## src/rtl/multistep_shift_reg.sv

```systemverilog
// Parametrised load/shift register with logical, arithmetic, rotate and serial fill.
// Shifts longer than MAX_STEP bits are split over several cycles behind a valid/ready handshake.
module multistep_shift_reg #(
  parameter int WIDTH    = 8,
  parameter int MAX_STEP = 2,
  parameter int CNT_W    = $clog2(WIDTH)
) (
  input  logic             clk,
  input  logic             rst,
  input  logic             cmd_valid,
  output logic             cmd_ready,
  input  logic             ld,
  input  logic             sr,
  input  logic             sl,
  input  logic [1:0]       mode,
  input  logic [CNT_W-1:0] s_cnt,
  input  logic [WIDTH-1:0] d_in,
  input  logic             ser_in,
  input  logic             abort,
  output logic [WIDTH-1:0] q,
  output logic             busy,
  output logic             done
);

  typedef enum logic {IDLE, SHIFT} state_t;

  localparam logic [CNT_W-1:0] MAX_S = CNT_W'(MAX_STEP);

  state_t           state;
  logic [CNT_W-1:0] rem;
  logic             dir_right;
  logic [1:0]       mode_l;

  logic [CNT_W-1:0] cur_rem;
  logic [CNT_W-1:0] step;
  logic [CNT_W-1:0] rem_next;
  logic             cur_right;
  logic [1:0]       cur_mode;
  logic [WIDTH-1:0] q_step;

  // Shift through a double-width word: the upper/lower half supplies the fill bits.
  function automatic logic [WIDTH-1:0] shift_step(
    input logic [WIDTH-1:0] v,
    input logic             right,
    input logic [1:0]       md,
    input logic [CNT_W-1:0] k,
    input logic             ser
  );
    logic [WIDTH-1:0]   fill;
    logic [2*WIDTH-1:0] wide;
    case (md)
      2'b00:   fill = '0;
      2'b01:   fill = right ? {WIDTH{v[WIDTH-1]}} : '0;
      2'b10:   fill = v;
      default: fill = {WIDTH{ser}};
    endcase
    if (right) begin
      wide = {fill, v} >> k;
      return wide[WIDTH-1:0];
    end else begin
      wide = {v, fill} << k;
      return wide[2*WIDTH-1:WIDTH];
    end
  endfunction

  // In IDLE the step is taken from the live command; in SHIFT from the latched one.
  always_comb begin
    cur_rem   = (state == IDLE) ? s_cnt : rem;
    cur_right = (state == IDLE) ? sr    : dir_right;
    cur_mode  = (state == IDLE) ? mode  : mode_l;
    step      = (cur_rem > MAX_S) ? MAX_S : cur_rem;
    rem_next  = cur_rem - step;
    q_step    = shift_step(q, cur_right, cur_mode, step, ser_in);
  end

  always_ff @(posedge clk or posedge rst) begin
    if (rst) begin
      state     <= IDLE;
      q         <= '0;
      rem       <= '0;
      dir_right <= 1'b0;
      mode_l    <= 2'b00;
      done      <= 1'b0;
    end else begin
      done <= 1'b0;
      case (state)
        IDLE: begin
          if (cmd_valid) begin
            if (ld) begin
              q    <= d_in;
              done <= 1'b1;
            end else if (sr || sl) begin
              dir_right <= sr;
              mode_l    <= mode;
              q         <= q_step;
              rem       <= rem_next;
              if (rem_next == '0) done  <= 1'b1;
              else                state <= SHIFT;
            end else begin
              done <= 1'b1;
            end
          end
        end
        SHIFT: begin
          if (abort) begin
            state <= IDLE;
          end else begin
            q   <= q_step;
            rem <= rem_next;
            if (rem_next == '0) begin
              state <= IDLE;
              done  <= 1'b1;
            end
          end
        end
        default: state <= IDLE;
      endcase
    end
  end

  assign cmd_ready = (state == IDLE);
  assign busy      = (state == SHIFT);

endmodule

```

## config.mk

```make
export PLATFORM = sky130hd
export DESIGN_NAME = multistep_shift_reg
export DESIGN_NICKNAME = d
export VERILOG_FILES = /design/src/rtl/multistep_shift_reg.sv
export SDC_FILE = /design/constraint.sdc
export NUM_CORES = 1
export LEC_CHECK = 0
export ABC_AREA = 1
export BUFFER_PORTS_ARGS = -buffer_cell sky130_fd_sc_hd__buf_2
export CORE_MARGIN = 1
export CORE_UTILIZATION = 41
export DETAILED_ROUTE_END_ITERATION = 7
export GPL_TIMING_DRIVEN = 0
export SLEW_MARGIN = 30
export SYNTH_ARGS = -nofsm -noshare
export SYNTH_HDL_FRONTEND = slang
export SYNTH_SLANG_ARGS = --single-unit
```

## constraint.sdc

```tcl
create_clock -name clk -period 2.8 [get_ports clk]
set_clock_uncertainty 0.15 [all_clocks]
set_input_delay 0.42 -clock clk [delete_from_list [all_inputs] [get_ports clk]]
set_output_delay 0.42 -clock clk [all_outputs]
set_load 0.005 [all_outputs]
```

==> flow_summary.json, run 1 <==
{
  "cts_buffer_depth": 2,
  "cp_top_family": "flip-flops",
  "yosysWarnings": 0,
  "p_per_area_nw_per_um2": 788,
  "start_util_pct": 44.6,
  "fmax_mhz": 529,
  "antenna_found_initial": 0,
  "synth_area_sq_um": 1410,
  "place_congestion": 0.875,
  "viasPerCell": 4.78,
  "endpoint_kind": "register",
  "synthTopCellsByArea": "dfrtp_1, nand2_1, nor2_1",
  "antenna_cells": 0,
  "tightestPinTransition_ps": 654,
  "numCtsBuffers": 3,
  "htree_num_levels": 1,
  "rsz0062_at_grt": "no",
  "nets": 282,
  "fin_setup_tns_ps": 0,
  "wl_met1_um": 1730,
  "final.setup.worst_slack_ps": 910,
  "fillers": 359,
  "vias": 1445,
  "area_growth_pct": 16.6,
  "postCtsSetupBuffers": 0,
  "leakage_nw": 0.928,
  "clk_pin_slew_ps": 90,
  "holdCritPathClass": "input pin to asynchronous set/reset pin",
  "synth_seq_cells": 16,
  "yosysTopAreaCell": "dfrtp_1",
  "die_y_um": 60.5,
  "seqCellArea_sq_um": 400,
  "highest_layer": "met4",
  "first_pass_iters": 4,
  "max_cap_viol_count": 0,
  "period_minus_slack_ps": 1890,
  "postRouteAntennaNets": 0,
  "start_kind": "register",
  "setup_viol": 0,
  "worst_path_max_delay_cell": "dfrtp_1",
  "async_flop_share_pct": 100,
  "place_ws_ps": 932,
  "fin_util_pct": 51.9,
  "pin_count": 32,
  "core_area_sq_um": 3150,
  "syn_inst": 224,
  "die_w_um": 60.5,
  "grt_pass1_wl_um": 5710,
  "cts.sinks": 16,
  "synth.most_common_cell": "nand2_1",
  "instances_no_fill": 302,
  "routed-wl-met3_um": 121,
  "first_iter_violations": 85,
  "wl_met2_um": 1500,
  "dp_cells": 299,
  "ys_types": 29,
  "multi_input_area_sq_um": 843,
  "grt.total_usage_pct": 21.3,
  "yosys.area.top_type_share_pct": 28.5,
  "max-slew-margin-rel_pct": 56.3,
  "cts.repair.resized": 0,
  "drt-wirelength-per-cell_um": 11.2,
  "synth-edff-count": 0,
  "overflow": 0,
  "worstPathRequired_ps": 2820,
  "yosysSeqAreaShare_pct": 28.5,
  "dieArea_sq_um": 3670,
  "period_share_pct": 67.5,
  "cp_common_cell": "nand2_1",
  "critPathKind": "register to register",
  "wl_um": 3390,
  "arrival_ps": 1910,
  "synth_common_cells": "nand2_1, nor2_1, inv_1",
  "crit_fanout": 8,
  "cp_slowest_stage_delay_ps": 460,
  "ys.flop_type": "dfrtp_1",
  "cts_hold_buf": 0,
  "drc_errors": 0,
  "drive_gt1_share_pct": 22.1,
  "status": "complete, no violations",
  "ir_drop_mv": 0.419,
  "grt_max_degree": 17,
  "cts_tree": "done",
  "grt_pass1_vias": 1270,
  "dp_hpwl_um": 2610,
  "rows": 20,
  "root_buffer": "clkbuf_4",
  "postSynthAreaPerCell_sq_um": 6.27,
  "port_buffers": 31,
  "clk_latency_ps": 290,
  "syn_nets": 246,
  "path_cells": "inv_2 > nand2_1 > nand2_1 > nand2_1 > ha_1 > xor2_1 > o21ai_0 > inv_1 > nor2_1",
  "hold_violations": 0,
  "slew_violations": 0,
  "crit_buf_inv": 2
}
[state kept, by name, summed over array words and instances (netlist names)]
name       flops
rem            3
dir_right      1
q              8
mode_l         2
busy           1
done           1
[worst paths after layout]
path,end,cells after the start,from,slack (ps)
worst min register to register,mode_l[0],2,mode_l[0],350
worst min-delay path,q[7],2,rst,50
min in group clk,mode_l[1],2,mode[1],220
max in group asynchronous,q[2],2,rst,2030
worst max register to register,busy,9,busy,910
worst max-delay path,busy,9,busy,910
[cells in the final DEF, fill, tap and decap left out, drive strengths merged]
cell type and count:
conb 1, mux2 1, xor2 1, nor2 37
dfrtp 16, nand3 15, a21oi 13, nand2 79
nand4 2, o21ai 20, and2 1, o31ai 1
clkbuf 4, clkinv 1, o32ai 1, nand3b 1
ha 1, buf 34, inv 29
[per-stage QoR]
step	area [sq um]	total power [W]	hold WS, ps
after CTS	1640	0.00130	88.5
final	1640	0.00129	49.2
after global placement	1620	0.00117	320
after floorplan	1410	0.000957	184
after detailed placement	1620	0.00117	330
after global routing	1640	0.00144	109
[logic make-up (layout without fill, tap and decap cells)]
family | Yosys count | count (layout) | share of synthesized area, %
DFF | 16 | 16 | 28.5
adders and majority gates | 1 | 1 | 0.890
and+or+nand+nor | 135 | 135 | 44.0
AOI/OAI and AO/OA | 35 | 35 | 13.4
muxes | 1 | 1 | 0.801
other | 1 | 1 | 0.267
xor gates and xnor gates | 1 | 1 | 0.623
buffers and inverters | 34 | 68 | 11.5
[power breakdown]
part | internal (W) | total, W | switching [W]
clock network | 0.0000501 | 0.000125 | 0.0000749
logic | 0.000283 | 0.000736 | 0.000453
registers | 0.000328 | 0.000430 | 0.000103
[cell type report]
class,count,area share (%)
multi-input combinational,174,51.5
buffer,4,2.67
inverter,30,7.18
sequential,16,24.4
clock buffer,3,1.38
timing repair buffer,31,9.47
tap,44,3.36
[layer usage]
layer | track usage (%) | vias up
met5 | 0 | -
met4 | 4.87 | 0
met3 | 4.48 | 4
met2 | 32.5 | 26
met1 | 31.0 | 643
li1 | - | 772
No activity file was read; power rests on OpenSTA's default activity.
==> run 2, diff against run 1 <==
==> constraint.sdc (replaced) <==
create_clock -name clk -period 1.91 [get_ports clk]
set_clock_uncertainty 0.15 [all_clocks]
set_input_delay 0.2865 -clock clk [delete_from_list [all_inputs] [get_ports clk]]
set_output_delay 0.2865 -clock clk [all_outputs]
set_load 0.005 [all_outputs]
==> run 2 against run 1 <==
Clock-buffer cell count is the same. Core utilization grew 0.60 points. Register-to-register slack lost 760 ps. Sequential share of layout area shrank 0.20 points. First-iteration DRC count grew 2.4%. Clock power grew 47%. Maximum frequency grew 7.3%. Via count grew 0.55%. Critical path depth is the same. Global-route usage grew 0.089 points. Die area is the same. Cell count grew 0.33%. Critical endpoint unchanged. Largest power group unchanged.
==> flow_summary.json, run 2 (synthesis results as in run 1) <==
{
  "pin_count": 32,
  "period_share_pct": 92.2,
  "cts_tree": "done",
  "area_growth_pct": 17.9,
  "setup_viol": 0,
  "p_int_w": 0.000975,
  "arrival_ps": 1780,
  "grt_pass1_vias": 1276,
  "seqPwrFrac_pct": 33.2,
  "clk_latency_ps": 290,
  "dp_hpwl_um": 2610,
  "numCtsBuffers": 3,
  "vias": 1453,
  "viasPerCell": 4.80,
  "root_buffer": "clkbuf_4",
  "wl_um": 3410,
  "worstPathRequired_ps": 1930,
  "slew_violations": 0,
  "die_w_um": 60.5,
  "status": "complete, no violations",
  "drt-wirelength-per-cell_um": 11.3,
  "postRouteAntennaNets": 0,
  "drive_gt1_share_pct": 23.2,
  "die_y_um": 60.5,
  "hold_violations": 0,
  "tightestPinTransition_ps": 649,
  "dieArea_sq_um": 3670,
  "final_common_cell": "nand2_1",
  "power.net_switching_w": 0.000934,
  "ir_drop_mv": 0.617,
  "first_iter_violations": 87,
  "nets": 283,
  "cts.sinks": 16,
  "holdCritPathClass": "input pin to register",
  "port_buffers": 31,
  "reg.largest.list": "q (8), rem (3), mode_l (2)",
  "grtUsageMet2_pct": 32.8,
  "first_pass_iters": 4,
  "use_met3_pct": 4.48,
  "postCtsSetupBuffers": 0,
  "max-slew-margin-rel_pct": 56.7,
  "start_kind": "register",
  "use_met1_pct": 31.0,
  "htree_num_levels": 1,
  "min_path_cells": 2,
  "rows": 20,
  "fin_setup_tns_ps": 0,
  "grt_pass1_wl_um": 5730,
  "grt_max_degree": 17,
  "overflow": 0,
  "netSwitchingFraction_pct": 48.9,
  "fmax_mhz": 568,
  "largest_reg_flops": 8,
  "whs_ps": 87.0,
  "endpoint_kind": "register",
  "drc_errors": 0,
  "ff2ff_path_depth": 9,
  "crit_fanout": 8,
  "antenna_found_initial": 0,
  "max_cap_viol_count": 0,
  "start_util_pct": 44.6,
  "place_congestion": 0.875,
  "p_clk_share_pct": 9.6,
  "grt.total_usage_pct": 21.4,
  "core_area_sq_um": 3150,
  "final_cell_mix": "nand2_1, nor2_1, buf_2",
  "critPathKind": "register to register",
  "period_minus_slack_ps": 1760,
  "clk_pin_slew_ps": 90,
  "cts_buffer_depth": 2,
  "antenna_cells": 0,
  "pwr-share-comb_pct": 57.2,
  "leakage_nw": 0.932,
  "top_usage_layer": "met2",
  "top_register": "q",
  "p_per_area_nw_per_um2": 1150
}
## run 2: cell count changes in the layout (fill, tap and decap cells not counted)
cell | before | now
dfrtp_1 | 16 | 15
dfrtp_2 | 0 | 1
dlygate4sd3_1 | 0 | 1
inv_2 | 2 | 1
inv_4 | 0 | 1
nand2_1 | 72 | 71
nand2_2 | 2 | 3
nor2_1 | 32 | 31
nor2_2 | 2 | 3
o21ai_0 | 13 | 12
o21ai_1 | 6 | 7
## run 2: power by group through the flow
stage	sequential, W	clock [W]	combinational [W]
6_report	0.000634	0.000184	0.00109
5_1_grt	0.000659	0.000205	0.00125
4_1_cts	0.000631	0.000191	0.00108
3_5_place_dp	0.000638	0	0.00107
3_3_place_gp	0.000636	0	0.00108
2_1_floorplan	0.000616	0	0.000787
## run 2: per-layer routing
metal  up-vias  wire [um]
li1        773          -
met1       647       1730
met2        29       1520
met3         4        132
met4         0         32
met5         -          0
## run 2: worst paths after layout
kind	from	endpoint	slack, ps
worst max-delay path	busy	busy	150
worst min-delay path	mode[1]	mode_l[1]	90
worst max register to register	busy	busy	150
worst min register to register	mode_l[0]	mode_l[0]	350
max in group asynchronous	rst	busy	680
min in group asynchronous	rst	q[7]	470
## run 2: critical path, stage by stage, from the launching register on
cell	delay (ps)
dfrtp_2	470
inv_4	110
nand2_2	70
nand2_4	120
nand2_1	70
ha_1	200
xor2_1	200
o21ai_1	130
inv_1	70
nor2_1	30
## run 2: area by class of cell
type / instances / area (sq um)
fillers: 358 / 1500
multi-input cells: 174 / 848
flip-flops and latches: 16 / 402
repair buffers: 32 / 165
inverters: 30 / 120
well taps: 44 / 55.1
plain buffers: 4 / 43.8
clock buffers: 3 / 22.5
## run 2: timing repair
action                     in CTS  in global routing
hold endpoints to repair       16                  0
hold buffers                    1                  0
setup endpoints to repair       0                 10
gates resized for setup         0                  5
## run 2: stage by stage
step | power [W] | cell area, sq um | utilization (%) | setup slack [ps] | cells
after floorplan | 0.00140 | 1410 | - | 224 | 224
after global placement | 0.00171 | 1620 | 51.2 | 22.4 | 299
after CTS | 0.00190 | 1650 | 52.3 | 17.1 | 303
final | 0.00191 | 1660 | 52.5 | 148 | 303
after global routing | 0.00212 | 1660 | 52.5 | -2.34 | 303
after detailed placement | 0.00171 | 1620 | 51.2 | 41.7 | 299
